<file path="config.mk">
export PLATFORM = sky130hd
export DESIGN_NAME = pad_conv_feeder
export DESIGN_NICKNAME = d
export VERILOG_FILES = /design/src/rtl/pad_conv_feeder.sv
export SDC_FILE = /design/constraint.sdc
export NUM_CORES = 1
export LEC_CHECK = 0
export ABC_AREA = 1
export CORE_UTILIZATION = 56
export CTS_CLUSTER_SIZE = 20
export DETAILED_ROUTE_END_ITERATION = 10
export GPL_TIMING_DRIVEN = 0
export PLACE_DENSITY = 0.79
export SLEW_MARGIN = 10
export SYNTH_ARGS = -nofsm -noshare
export SYNTH_HDL_FRONTEND = slang
export SYNTH_SLANG_ARGS = --single-unit
</file>
<file path="constraint.sdc">
create_clock -name clk -period 5.3 [get_ports clk]
set_clock_uncertainty 0.05 [all_clocks]
set_input_delay 0.795 -clock clk [delete_from_list [all_inputs] [get_ports clk]]
set_output_delay 0.795 -clock clk [all_outputs]
set_load 0.005 [all_outputs]
</file>
<file path="src/rtl/pad_conv_feeder.sv">
// Streams raw row-major pixels into a 3-byte window buffer, one zero-padded
// horizontal {left, centre, right} window per pixel, with per-window pulses.
module pad_conv_feeder #(
  parameter int unsigned IMG_W = 28,
  parameter int unsigned IMG_H = 28
) (
  input  logic       clk,
  input  logic       rst,
  input  logic       start,
  input  logic [7:0] in_pix,
  input  logic       in_valid,
  output logic       in_ready,
  output logic [1:0] c,
  output logic [7:0] pix,
  output logic       win_valid,
  output logic [7:0] win_col,
  output logic [7:0] win_row,
  output logic       busy,
  output logic       frame_done
);

  localparam logic [7:0] LAST_COL = 8'(IMG_W - 1);
  localparam logic [7:0] PEN_COL  = 8'(IMG_W - 2);
  localparam logic [7:0] LAST_ROW = 8'(IMG_H - 1);

  localparam logic [2:0] S_IDLE = 3'd0;
  localparam logic [2:0] S_CLR  = 3'd1;
  localparam logic [2:0] S_LOAD = 3'd2;
  localparam logic [2:0] S_WR0  = 3'd3;
  localparam logic [2:0] S_WR1  = 3'd4;
  localparam logic [2:0] S_WR2  = 3'd5;
  localparam logic [2:0] S_WIN  = 3'd6;
  localparam logic [2:0] S_DONE = 3'd7;

  logic [2:0] state, state_n;
  logic [7:0] lft, lft_n, ctr, ctr_n, rgt, rgt_n;
  logic [7:0] row, row_n, col, col_n;
  logic       load_r, load_r_n;
  logic [1:0] c_n;
  logic [7:0] pix_n, win_col_n, win_row_n;
  logic       in_ready_n, win_valid_n, busy_n, frame_done_n;

  // Next state and datapath; load_r selects whether the next pixel lands in R.
  always_comb begin
    state_n  = state;
    lft_n    = lft;
    ctr_n    = ctr;
    rgt_n    = rgt;
    row_n    = row;
    col_n    = col;
    load_r_n = load_r;
    case (state)
      S_IDLE: begin
        if (start) begin
          state_n = S_CLR;
          row_n   = 8'd0;
          col_n   = 8'd0;
        end
      end
      S_CLR: begin
        lft_n    = 8'd0;
        load_r_n = 1'b0;
        state_n  = S_LOAD;
      end
      S_LOAD: begin
        if (in_valid && in_ready) begin
          if (!load_r) begin
            ctr_n    = in_pix;
            load_r_n = 1'b1;
          end else begin
            rgt_n   = in_pix;
            state_n = S_WR0;
          end
        end
      end
      S_WR0: state_n = S_WR1;
      S_WR1: state_n = S_WR2;
      S_WR2: state_n = S_WIN;
      S_WIN: begin
        if (col == LAST_COL) begin
          if (row == LAST_ROW) begin
            state_n = S_DONE;
          end else begin
            row_n   = row + 8'd1;
            col_n   = 8'd0;
            state_n = S_CLR;
          end
        end else begin
          lft_n = ctr;
          ctr_n = rgt;
          col_n = col + 8'd1;
          if (col == PEN_COL) begin
            rgt_n   = 8'd0;
            state_n = S_WR0;
          end else begin
            load_r_n = 1'b1;
            state_n  = S_LOAD;
          end
        end
      end
      S_DONE:  state_n = S_IDLE;
      default: state_n = S_IDLE;
    endcase

    // Outputs registered for the state being entered; c/pix hold otherwise.
    c_n          = c;
    pix_n        = pix;
    win_col_n    = win_col;
    win_row_n    = win_row;
    case (state_n)
      S_CLR: begin c_n = 2'b11; pix_n = 8'd0;  end
      S_WR0: begin c_n = 2'b00; pix_n = lft_n; end
      S_WR1: begin c_n = 2'b10; pix_n = ctr_n; end
      S_WR2: begin c_n = 2'b01; pix_n = rgt_n; end
      S_WIN: begin win_col_n = col_n; win_row_n = row_n; end
      default: ;
    endcase
    in_ready_n   = (state_n == S_LOAD);
    win_valid_n  = (state_n == S_WIN);
    busy_n       = (state_n != S_IDLE);
    frame_done_n = (state_n == S_DONE);
  end

  always_ff @(posedge clk) begin
    if (rst) begin
      state      <= S_IDLE;
      lft        <= 8'd0;
      ctr        <= 8'd0;
      rgt        <= 8'd0;
      row        <= 8'd0;
      col        <= 8'd0;
      load_r     <= 1'b0;
      c          <= 2'b00;
      pix        <= 8'd0;
      in_ready   <= 1'b0;
      win_valid  <= 1'b0;
      win_col    <= 8'd0;
      win_row    <= 8'd0;
      busy       <= 1'b0;
      frame_done <= 1'b0;
    end else begin
      state      <= state_n;
      lft        <= lft_n;
      ctr        <= ctr_n;
      rgt        <= rgt_n;
      row        <= row_n;
      col        <= col_n;
      load_r     <= load_r_n;
      c          <= c_n;
      pix        <= pix_n;
      in_ready   <= in_ready_n;
      win_valid  <= win_valid_n;
      win_col    <= win_col_n;
      win_row    <= win_row_n;
      busy       <= busy_n;
      frame_done <= frame_done_n;
    end
  end

endmodule

</file>
==> results list, run 1 <==
* Number of max-cap violations: 0
- The critical path in this run is classified as in2reg.
* Met1 Track Usage GR: 44.6%
- Ranked by total cell area, the synthesized netlist is headed by dfxtp_1, nand2_1, inv_1, nand3_1, nor2_1.
- Via count of the first global-routing pass: 3379
* Max transition margin: 55.9%
* Num rows: 29
- Once the clock tree was built, the setup fixing pass inserted 0 buffers.
- Post-synth top flop: dfxtp_1
- TritonCTS buffer count: 9
- Cell family contributing the most delay on the critical path: buffers and inverters
* Overall die width: 84.0 um
- Walking the worst path, the cells encountered are clkdlybuf4s50_1 > nand2_1 > inv_1 > nand2_1 > nor2_2 > buf_6 > nand2_1 > o21ai_0 > nand2_1 > o21ai_0 > inv_1 > nand3_1 > nand2_1 > inv_1.
* Fraction of final layout cells sized beyond drive strength 1: 10.7%
- The die covers 7050 sq um.
- Number of antenna cells inserted: 0
- Layer with the highest usage: met1
- Final Hold Violating Endpoints: 0
- Type of the worst min-delay path: reg2reg
- Post-Layout Inst Area: 4440 sq um
* Number of antenna violations at the first check in global routing: 0
- In this run the number of H-tree levels came out at 3.
- Maximum root-to-sink buffer count: 2
- Number of distinct library cell variants in the gate-level netlist after synthesis: 39
- The total area inside the core boundary comes to 6420 sq um.
- Global routing used 4.85% of the available met3 tracks.
- The detailed router finished its first iteration with 348 violations.
- Total count of max-transition violations in the final report: 0
- Area share of the largest cell type after synthesis: 39.4%
- Delay of the slowest cell on the worst path: 450 ps
* Global routing usage on met2: 41.4%
- Remaining global-route overflow: 0
* CTS Hold Bufs: 0
* Worst IR drop on VDD: 333 uV
* Initial cell density of the core: 58.6%
- After synthesis, the most frequently instantiated cells are nand2_1, inv_1, dfxtp_1.
* Worst Setup Slack post-DPL: 2530 ps
- Cell at the slowest stage of the critical path: clkdlybuf4s50_1
- Type of destination of the critical path: register
* First-pass GRT wire length: 16200 um
- Setup repair after global routing left no endpoint under its margin.
- Final routed wirelength across all metal layers: 9670 um
- Y dimension of the die: 84.0 um
- The count of nets left with antenna violations once routing finished came out at 0.
* Buffers & Inverters on Critical Path: 5
- IO Pins: 42
- In this run the cell area measured after placement is 4270 sq um.
- Setup violations remaining at the end of the flow were counted as 0.
- Buffers on Ports: 41
- Endpoint arrival time on the critical path: 2700 ps
* HPWL after detailed placement: 7270 um
- Final period demand of the worst path: 2450 ps
* Required time of the worst setup path: 5540 ps
- After synthesis, flip-flops and latches occupy 39.4% of the total area.
- Total nets after synthesis: 558
- The run finished with clean final reports.
- Entering global routing, the biggest net connects 14 pins.
* NumNets Final: 610
- At the later pin of the worst-skew pair, clock insertion delay measures 340 ps.
- Across every metal layer, demand over resource in global routing totals 29.3%.
- Warning count from the yosys run: 0
* Layout Area Growth over Synthesis: 18.0%
- Setup slack on the critical path of the routed design comes to 2850 ps.
- At the pin with the least slew margin, the transition time is 661 ps.
- Average size of a mapped cell: 6.93 sq um
- Post-synthesis sequential element count: 74
* Leakage dissipation: 0.00193 uW
- The root buffer cell chosen for the clock tree is clkbuf_8.
- Post-Syn Area: 3760 sq um
- Most frequent CP cell: nand2_1
* CTS tree: yes
- Count of clock tree sinks: 74
- The routed layout has 3657 vias.
- Mean routed wirelength per cell: 14.3 um
* Gate Count Post-Synth: 543
- Fraction of synthesis flops using an asynchronous set or reset pin: 0%
- Of all nets on the critical path, the largest fanout is 10.
- For this run, the detailed router's first-pass iteration total came to 6.
- The biggest area contributor in the post-synthesis netlist is dfxtp_1.
* Routability congestion estimate from global placement: 0.857
- Final critical-path share of the clock period: 46.3%
- Final total negative setup slack: 0 ps
* Post-DR vias/cell: 5.40
- Remaining routing DRC violations: 0
- Gates resized during post-CTS repair numbered 0.
* Power Dens Cells: 363 nW/um^2
* Peak Freq: 408 MHz
* Number of enable-type register cells in the synthesized netlist: 0
* Clock transition at the registers of the reported paths: 80 ps
* Category of the worst setup path launch point: input port
- Yosys instantiated no cell more often than nand2_1.
tightest hold or removal path, delay by kind of cell, from the launching register on:
kind / cells / cell delay [ps]
AOI/OAI and AO/OA: 1 / 70
DFF: 1 / 300
and+or+nand+nor: 1 / 50
power by group:
group	switching, uW	leakage, uW	internal [uW]
Sequential	34.7	0.000598	604
Combinational	387	0.00124	203
Clock	214	0.0000891	169
area by class of cell:
cell class | instances | area [sq um]
inverter | 99 | 372
clock inverter | 7 | 45.0
tap | 77 | 96.3
fill | 558 | 1980
sequential | 74 | 1480
multi-input combinational | 353 | 1800
buffer | 17 | 108
clock buffer | 9 | 124
timing repair buffer | 41 | 410
path summary, 6_finish.rpt:
| kind | from | to | slack (ps) | depth (start not counted) |
|---|---|---|---|---|
| worst max-delay path | in_valid | pix[4] | 2850 | 14 |
| worst max register to register | col[0] | win_col[5] | 3140 | 10 |
| worst min-delay path | lft[6] | lft[6] | 420 | 2 |
| worst min register to register | lft[6] | lft[6] | 420 | 2 |
registers in the layout, indices dropped and copies added, names as in the netlist:
name / count
lft: 8
busy: 1
ctr: 8
in_ready: 1
load_r: 1
rgt: 8
pix: 8
win_row: 8
c: 2
win_valid: 1
state: 3
col: 8
row: 8
win_col: 8
frame_done: 1
layer usage:
layer	wire length (um)	part of all wire (%)	vias to the layer above
met5	0	0	-
met4	135	1.4	0
met3	852	8.8	13
met2	3900	40	155
met1	4780	49	1640
li1	-	-	1849
cells by family after synthesis:
| group | count (synthesis) | share of synthesized area [%] |
|---|---|---|
| compound gates | 89 | 13.9 |
| fa+ha+maj | 3 | 0.998 |
| buf+inv | 116 | 12.7 |
| flops | 74 | 39.4 |
| simple gates | 261 | 33.0 |
per-stage QoR:
stage	power [uW]	cells	hold WS [ps]	util [%]
finish	1610	677	423	69.1
CTS	1620	677	424	69.1
floorplan	1060	543	393	-
detailed placement	1230	661	414	66.5
global route	1720	677	444	69.1
global placement	1220	661	404	66.5
placed cells by master, fill, tap and decap left out, types with 7 or more instances in the layout:
cell type,n
nand2_4,7
a21oi_1,27
nand2_1,118
nand3_1,41
clkbuf_8,9
o211ai_1,10
clkdlybuf4s50_1,41
inv_2,9
dfxtp_1,74
o21ai_0,26
nor2_1,53
inv_1,90
nand4_1,15
Note: power is estimated with default switching activity, not from simulation.
==> run 2, diff against run 1 <==
--- a/config.mk
+++ b/config.mk
@@ -6,11 +6,11 @@
 export NUM_CORES = 1
 export LEC_CHECK = 0
 export ABC_AREA = 1
-export CORE_UTILIZATION = 56
+export CORE_UTILIZATION = 51
 export CTS_CLUSTER_SIZE = 20
 export DETAILED_ROUTE_END_ITERATION = 10
 export GPL_TIMING_DRIVEN = 0
-export PLACE_DENSITY = 0.79
+export PLACE_DENSITY = 0.76
 export SLEW_MARGIN = 10
 export SYNTH_ARGS = -nofsm -noshare
 export SYNTH_HDL_FRONTEND = slang
==> constraint.sdc (replaced) <==
create_clock -name clk -period 2 [get_ports clk]
set_clock_uncertainty 0.05 [all_clocks]
set_input_delay 0.3 -clock clk [delete_from_list [all_inputs] [get_ports clk]]
set_output_delay 0.3 -clock clk [all_outputs]
set_load 0.005 [all_outputs]
==> results list, run 2 (same netlist as run 1, synthesis figures left out) <==
- Buffers on Ports: 41 (unchanged)
* First-pass GRT wire length: 15800 um (was 16200 um)
* Remaining routing DRC violations: 0 (unchanged)
- The worst-case setup margin in the final layout came to 74.4 ps (was 2850 ps).
- The overall routed net length is 9980 um (was 9670 um).
- The TritonCTS clock tree was yes (unchanged).
- NumNets Final: 614 (was 610)
* Maximum root-to-sink buffer count: 2 (unchanged)
- The most repeated library cell on the critical path was nand2_1 (unchanged).
* Via count of the first global-routing pass: 3266 (was 3379)
- Clock transition at the registers of the reported paths: 80 ps (about the same)
- The insertion delay to the later sink of the worst-skew pair was 350 ps (was 340 ps).
- The post-DP HPWL is 7330 um (was 7270 um).
* Cell at the slowest stage of the critical path: dfxtp_4 (was clkdlybuf4s50_1)
- Outcome: completed (unchanged)
- Mean routed wirelength per cell: 14.3 um (about the same)
- Highest-count cells in the layout ignoring fill and taps: nand2_1, inv_1, dfxtp_1 (unchanged).
- The max-slew violation count is 0 (unchanged).
- The total clock buffers created by CTS is 9 (unchanged).
* Switching power: 1710 uW (was 635 uW)
* Number of max-cap violations: 0 (unchanged)
- Actual slew at the worst max-slew pin: 714 ps (was 661 ps)
* Routed vias: 3676 (was 3657)
- Worst IR drop on VDD: 824 uV (was 333 uV)
* P_int: 2920 uW (was 976 uW)
- The share of total power in sequential cells came to 36.6% (was 39.6%).
- The capturing element type of the critical path was a register (unchanged).
* IO Pins: 42 (unchanged)
- Fraction of final layout cells sized beyond drive strength 1: 13.1% (was 10.7%)
* Maximum number of pins on one net before global-route repair: 13 (was 14)
* Routed Antenna Nets: 0 (unchanged)
* Power Dens Cells: 1010 nW/um^2 (was 363 nW/um^2)
- The biggest cell delay along the critical path was 390 ps (was 450 ps).
* Root buffer cell: clkbuf_8 (unchanged)
- The switching part of the total is 36.9% (was 39.4%).
* Final critical-path share of the clock period: 96.3%
- Remaining global-route overflow: 0 (unchanged)
- Part of the total power dissipated in combinational logic: 34.9% (was 36.6%)
* Routability congestion estimate from global placement: 0.922 (was 0.857)
- The worst hold margin was 423 ps (about the same).
* Final Hold Violating Endpoints: 0 (unchanged)
* Leakage dissipation: 0.00197 uW (was 0.00193 uW)
* Type of the worst min-delay path: reg2reg (unchanged)
- The number of placement rows came to 30 (was 29).
* Maximum fanout along the worst path: 10 (unchanged)
* Starting DRC count in detailed routing: 313 (was 348)
- The clock network power share came to 28.5% (was 23.8%).
- Number of antenna cells inserted: 0 (unchanged)
- For this run, the top clock speed supported by timing is 519 MHz.
- The post-synthesis to final-layout area growth came to 22.3% (was 18.0%).
* Count of clock tree sinks: 74 (unchanged)
* Commonest non-fill, non-tap cell in the layout: nand2_1 (unchanged)
- Core Footprint: 6940 sq um (was 6420 sq um)
- Category of the worst setup path launch point: register (was input port)
* Initial cell density of the core: 54.2% (was 58.6%)
* Required time of the worst setup path: 2190 ps (was 5540 ps)
- The initial antenna violation count came to 0 (unchanged).
* Final period demand of the worst path: 1930 ps
- The global-route usage over all layers came to 27.2% (was 29.3%).
- The die boundary height is 87.9 um (was 84.0 um).
- The number of failing setup endpoints in the final timing report came to 0 (unchanged).
- Ordered cell list for the critical path: ha_4 > nand3_2 > inv_1 > nand2_2 > nand2_4 > inv_2 > buf_4 > nand2_1 > nand2_1 > nand3_1 > nand3_1 > nand2_1 > inv_1 (was clkdlybuf4s50_1 > nand2_1 > inv_1 > nand2_1 > nor2_2 > buf_6 > nand2_1 > o21ai_0 > nand2_1 > o21ai_0 > inv_1 > nand3_1 > nand2_1 > inv_1).
- The overall die area is 7720 sq um (was 7050 sq um).
- Post-DR vias/cell: 5.26 (was 5.40)
* Endpoint arrival time on the critical path: 2120 ps (was 2700 ps)
- Drt pass-1 iters: 5 (was 6)
- CTS H-tree lvls: 3 (unchanged)
* Overall die width: 87.9 um (was 84.0 um)
- Max transition margin: 52.4% (was 55.9%)
- Worst Setup Slack post-DPL: -280 ps (was 2530 ps)
- Critical Setup Path Class: reg2reg (was in2reg)
-- run 2: cell count changes in the layout (fill, tap and decap cells not counted), sizes merged --
cell      delta
clkinv       -4
bufinv       +2
clkbuf       +2
buf          +4
clkinvlp     -1
-- run 2: critical path, delay by kind of cell (launching register included) --
family	cells	cell delay, ps
and+or+nand+nor	8	850
DFF	1	390
adders and majority gates	1	160
buffers and inverters	4	360
-- run 2: area by class of cell --
type	count	area, sq um
fill	614	2340
multi-input combinational	353	1850
sequential	74	1490
timing repair buffer	45	440
inverter	99	372
clock buffer	11	151
tap	96	120
buffer	17	108
clock inverter	4	73.8
-- run 2: metrics by stage --
stage | cell area, sq um | TNS, ps | cells | total power (uW) | utilization (%)
6_report | 4600 | 0 | 699 | 4630 | 66.3
5_1_grt | 4600 | -0.543 | 699 | 4860 | 66.3
4_1_cts | 4570 | 0 | 699 | 4620 | 65.8
3_5_place_dp | 4290 | -3030 | 680 | 3290 | 61.8
3_3_place_gp | 4290 | -2700 | 680 | 3260 | 61.8
2_1_floorplan | 3760 | 0 | 543 | 2800 | -
-- run 2: path summary, 6_finish.rpt --
kind	startpoint	to	slack, ps	cells past startpoint
worst max register to register	col[0]	pix[0]	70	13
worst max-delay path	col[0]	pix[0]	70	13
worst min-delay path	lft[2]	lft[2]	420	2
worst min register to register	lft[2]	lft[2]	420	2
-- run 2: timing repair --
item / 4_1_cts / 5_1_grt
resized for setup: 7 / 10
setup endpoints to repair: 15 / 17
pin swaps: 1 / 4
hold buffers: 0 / 0
buffers inserted: 4 / 0
-- run 2: power by group through the flow --
stage | sequential, uW | clock [uW] | combinational (uW)
detailed placement | 1720 | 0 | 1560
global route | 1710 | 1390 | 1760
global placement | 1720 | 0 | 1540
CTS | 1690 | 1330 | 1590
floorplan | 1710 | 0 | 1090
finish | 1690 | 1320 | 1610
-- run 2: per-layer routing --
| layer | global-route usage [%] | routed length [um] | up-vias |
|---|---|---|---|
| met5 | 0 | 0 | - |
| met4 | 10.6 | 180 | 0 |
| met3 | 4.81 | 788 | 19 |
| met2 | 39.1 | 4140 | 150 |
| met1 | 40.2 | 4870 | 1656 |
| li1 | - | - | 1851 |
==> RTL edit (config.mk and constraints of run 2) <==
`pix` no longer has a reset.
--- a/src/rtl/pad_conv_feeder.sv
+++ b/src/rtl/pad_conv_feeder.sv
@@ -131,7 +131,6 @@
       col        <= 8'd0;
       load_r     <= 1'b0;
       c          <= 2'b00;
-      pix        <= 8'd0;
       in_ready   <= 1'b0;
       win_valid  <= 1'b0;
       win_col    <= 8'd0;
@@ -147,7 +146,6 @@
       col        <= col_n;
       load_r     <= load_r_n;
       c          <= c_n;
-      pix        <= pix_n;
       in_ready   <= in_ready_n;
       win_valid  <= win_valid_n;
       win_col    <= win_col_n;
@@ -157,5 +155,9 @@
     end
   end
 
+  always_ff @(posedge clk) begin
+    pix <= pix_n;
+  end
+
 endmodule
 
Behaviour: differs if rst is asserted again (counterexample within 10 cycles, from zero or initial values and one cycle with rst high); with rst held inactive, the same outputs for 10 cycles.
==> RTL edit against run 2 <==
  * Critical path depth down 5
  * Cell area decreased by 1.1%
  * Critical path type unchanged
  * Synthesized area about the same
  * Sequential cell count unchanged
  * Power increased by 6.9%
  * Count of clock-buffer cells in the layout is 2 lower
  * Worst setup slack better by 0.013 ns
  * Routed wire length fell by 5.2%
  * Global-route usage fell by 1.3 points
==> RTL edit: results (changes against run 2) <==
* Result of the run: completed
* Combinational-cell power consumption at 1750 uW (+9%)
* Internal power consumption at 3110 uW (+6.5%)
* First-pass DRT Iterations at 6 (+1)
* Number of sequential cells in the layout at 74 (unchanged)
* Top post-synthesis cells by area: dfxtp_1, nand2_1, nand3_1, inv_1, edfxtp_1
* Post-synth EDFFs at 8 (+8)
* Critical path arrival at 1.93 ns (-0.19 ns)
* Leakage power total at 0.00191 uW (-2.9%)
* Clock network area share at 0.0478 (-0.00111)
* Sequential cell area fraction in the yosys report at 0.415 (+0.0214)
* RD Place Congestion at 0.907 (-1.6%)
* HPWL reported at the end of detailed placement at 6670 um (-9.0%)
* Smallest hold slack at 0.161 ns (-0.261 ns)
* Share of power burned in the clock network at 0.265 (-0.020)
* Post-CTS Setup Repair Bufs at 0 (-4)
* Cell at the slowest stage of the critical path: dfxtp_2
* Number of nets in the synthesized netlist at 530 (-5.0%)
* Worst Tran Pin Value at 0.704 ns (-0.0106 ns)
* Flip-flop and latch area at 1570 um^2 (+5.2%)
* Area of all placed cells without fillers at 4550 um^2 (-1.1%)
* Comb_multi_in at 347 (-1.7%)
* Post-synth top cells: nand2_1, inv_1, dfxtp_1
* Layout cell share with drive strength beyond 1 at 0.129 (-0.00209)
* Area after detailed placement at 4280 um^2 (-0.26%)
* Max Fanout on Critical Path at 9 (-1)
* Number of filler cells placed in the layout at 615 (+0.16%)
* Post-layout net count at 584 (-4.9%)
* Inverters at 81 (-18%)
* Worst hold-check path type: in -> reg
* Start point of the critical path: state[1]$_SDFF_PP0_
* Worst supply voltage drop on vdd at 1030 uV (+24%)
* Number of gates resized after CTS at 4 (-3)
* Vias in the first global route at 3252 (-0.43%)
## RTL edit: cell types whose count changed after synthesis, moves of 5 or more
| cell | before | now |
|---|---|---|
| inv_1 | 90 | 70 |
| nand3_1 | 41 | 60 |
| nor2_1 | 53 | 40 |
| dfxtp_1 | 74 | 66 |
| edfxtp_1 | 0 | 8 |
| nand4_1 | 15 | 7 |
| o21ai_0 | 26 | 21 |
## RTL edit: cells by family (layout without fill, tap and decap cells)
kind of cell	Yosys count	in the layout	synth area share
AND/OR/NAND/NOR	260	260	0.336
buffers and inverters	94	153	0.106
AO/OA/AOI/OAI	84	84	0.133
flip-flops	74	74	0.415
adder cells (fa/ha/maj)	3	3	0.00998
## RTL edit: routing by layer
metal	global-route usage	wire length (um)	up-vias
met1	0.332	4160	1658
met4	0.0984	129	0
met3	0.0500	698	13
met2	0.431	4480	140
met5	0	0	-
li1	-	-	1776
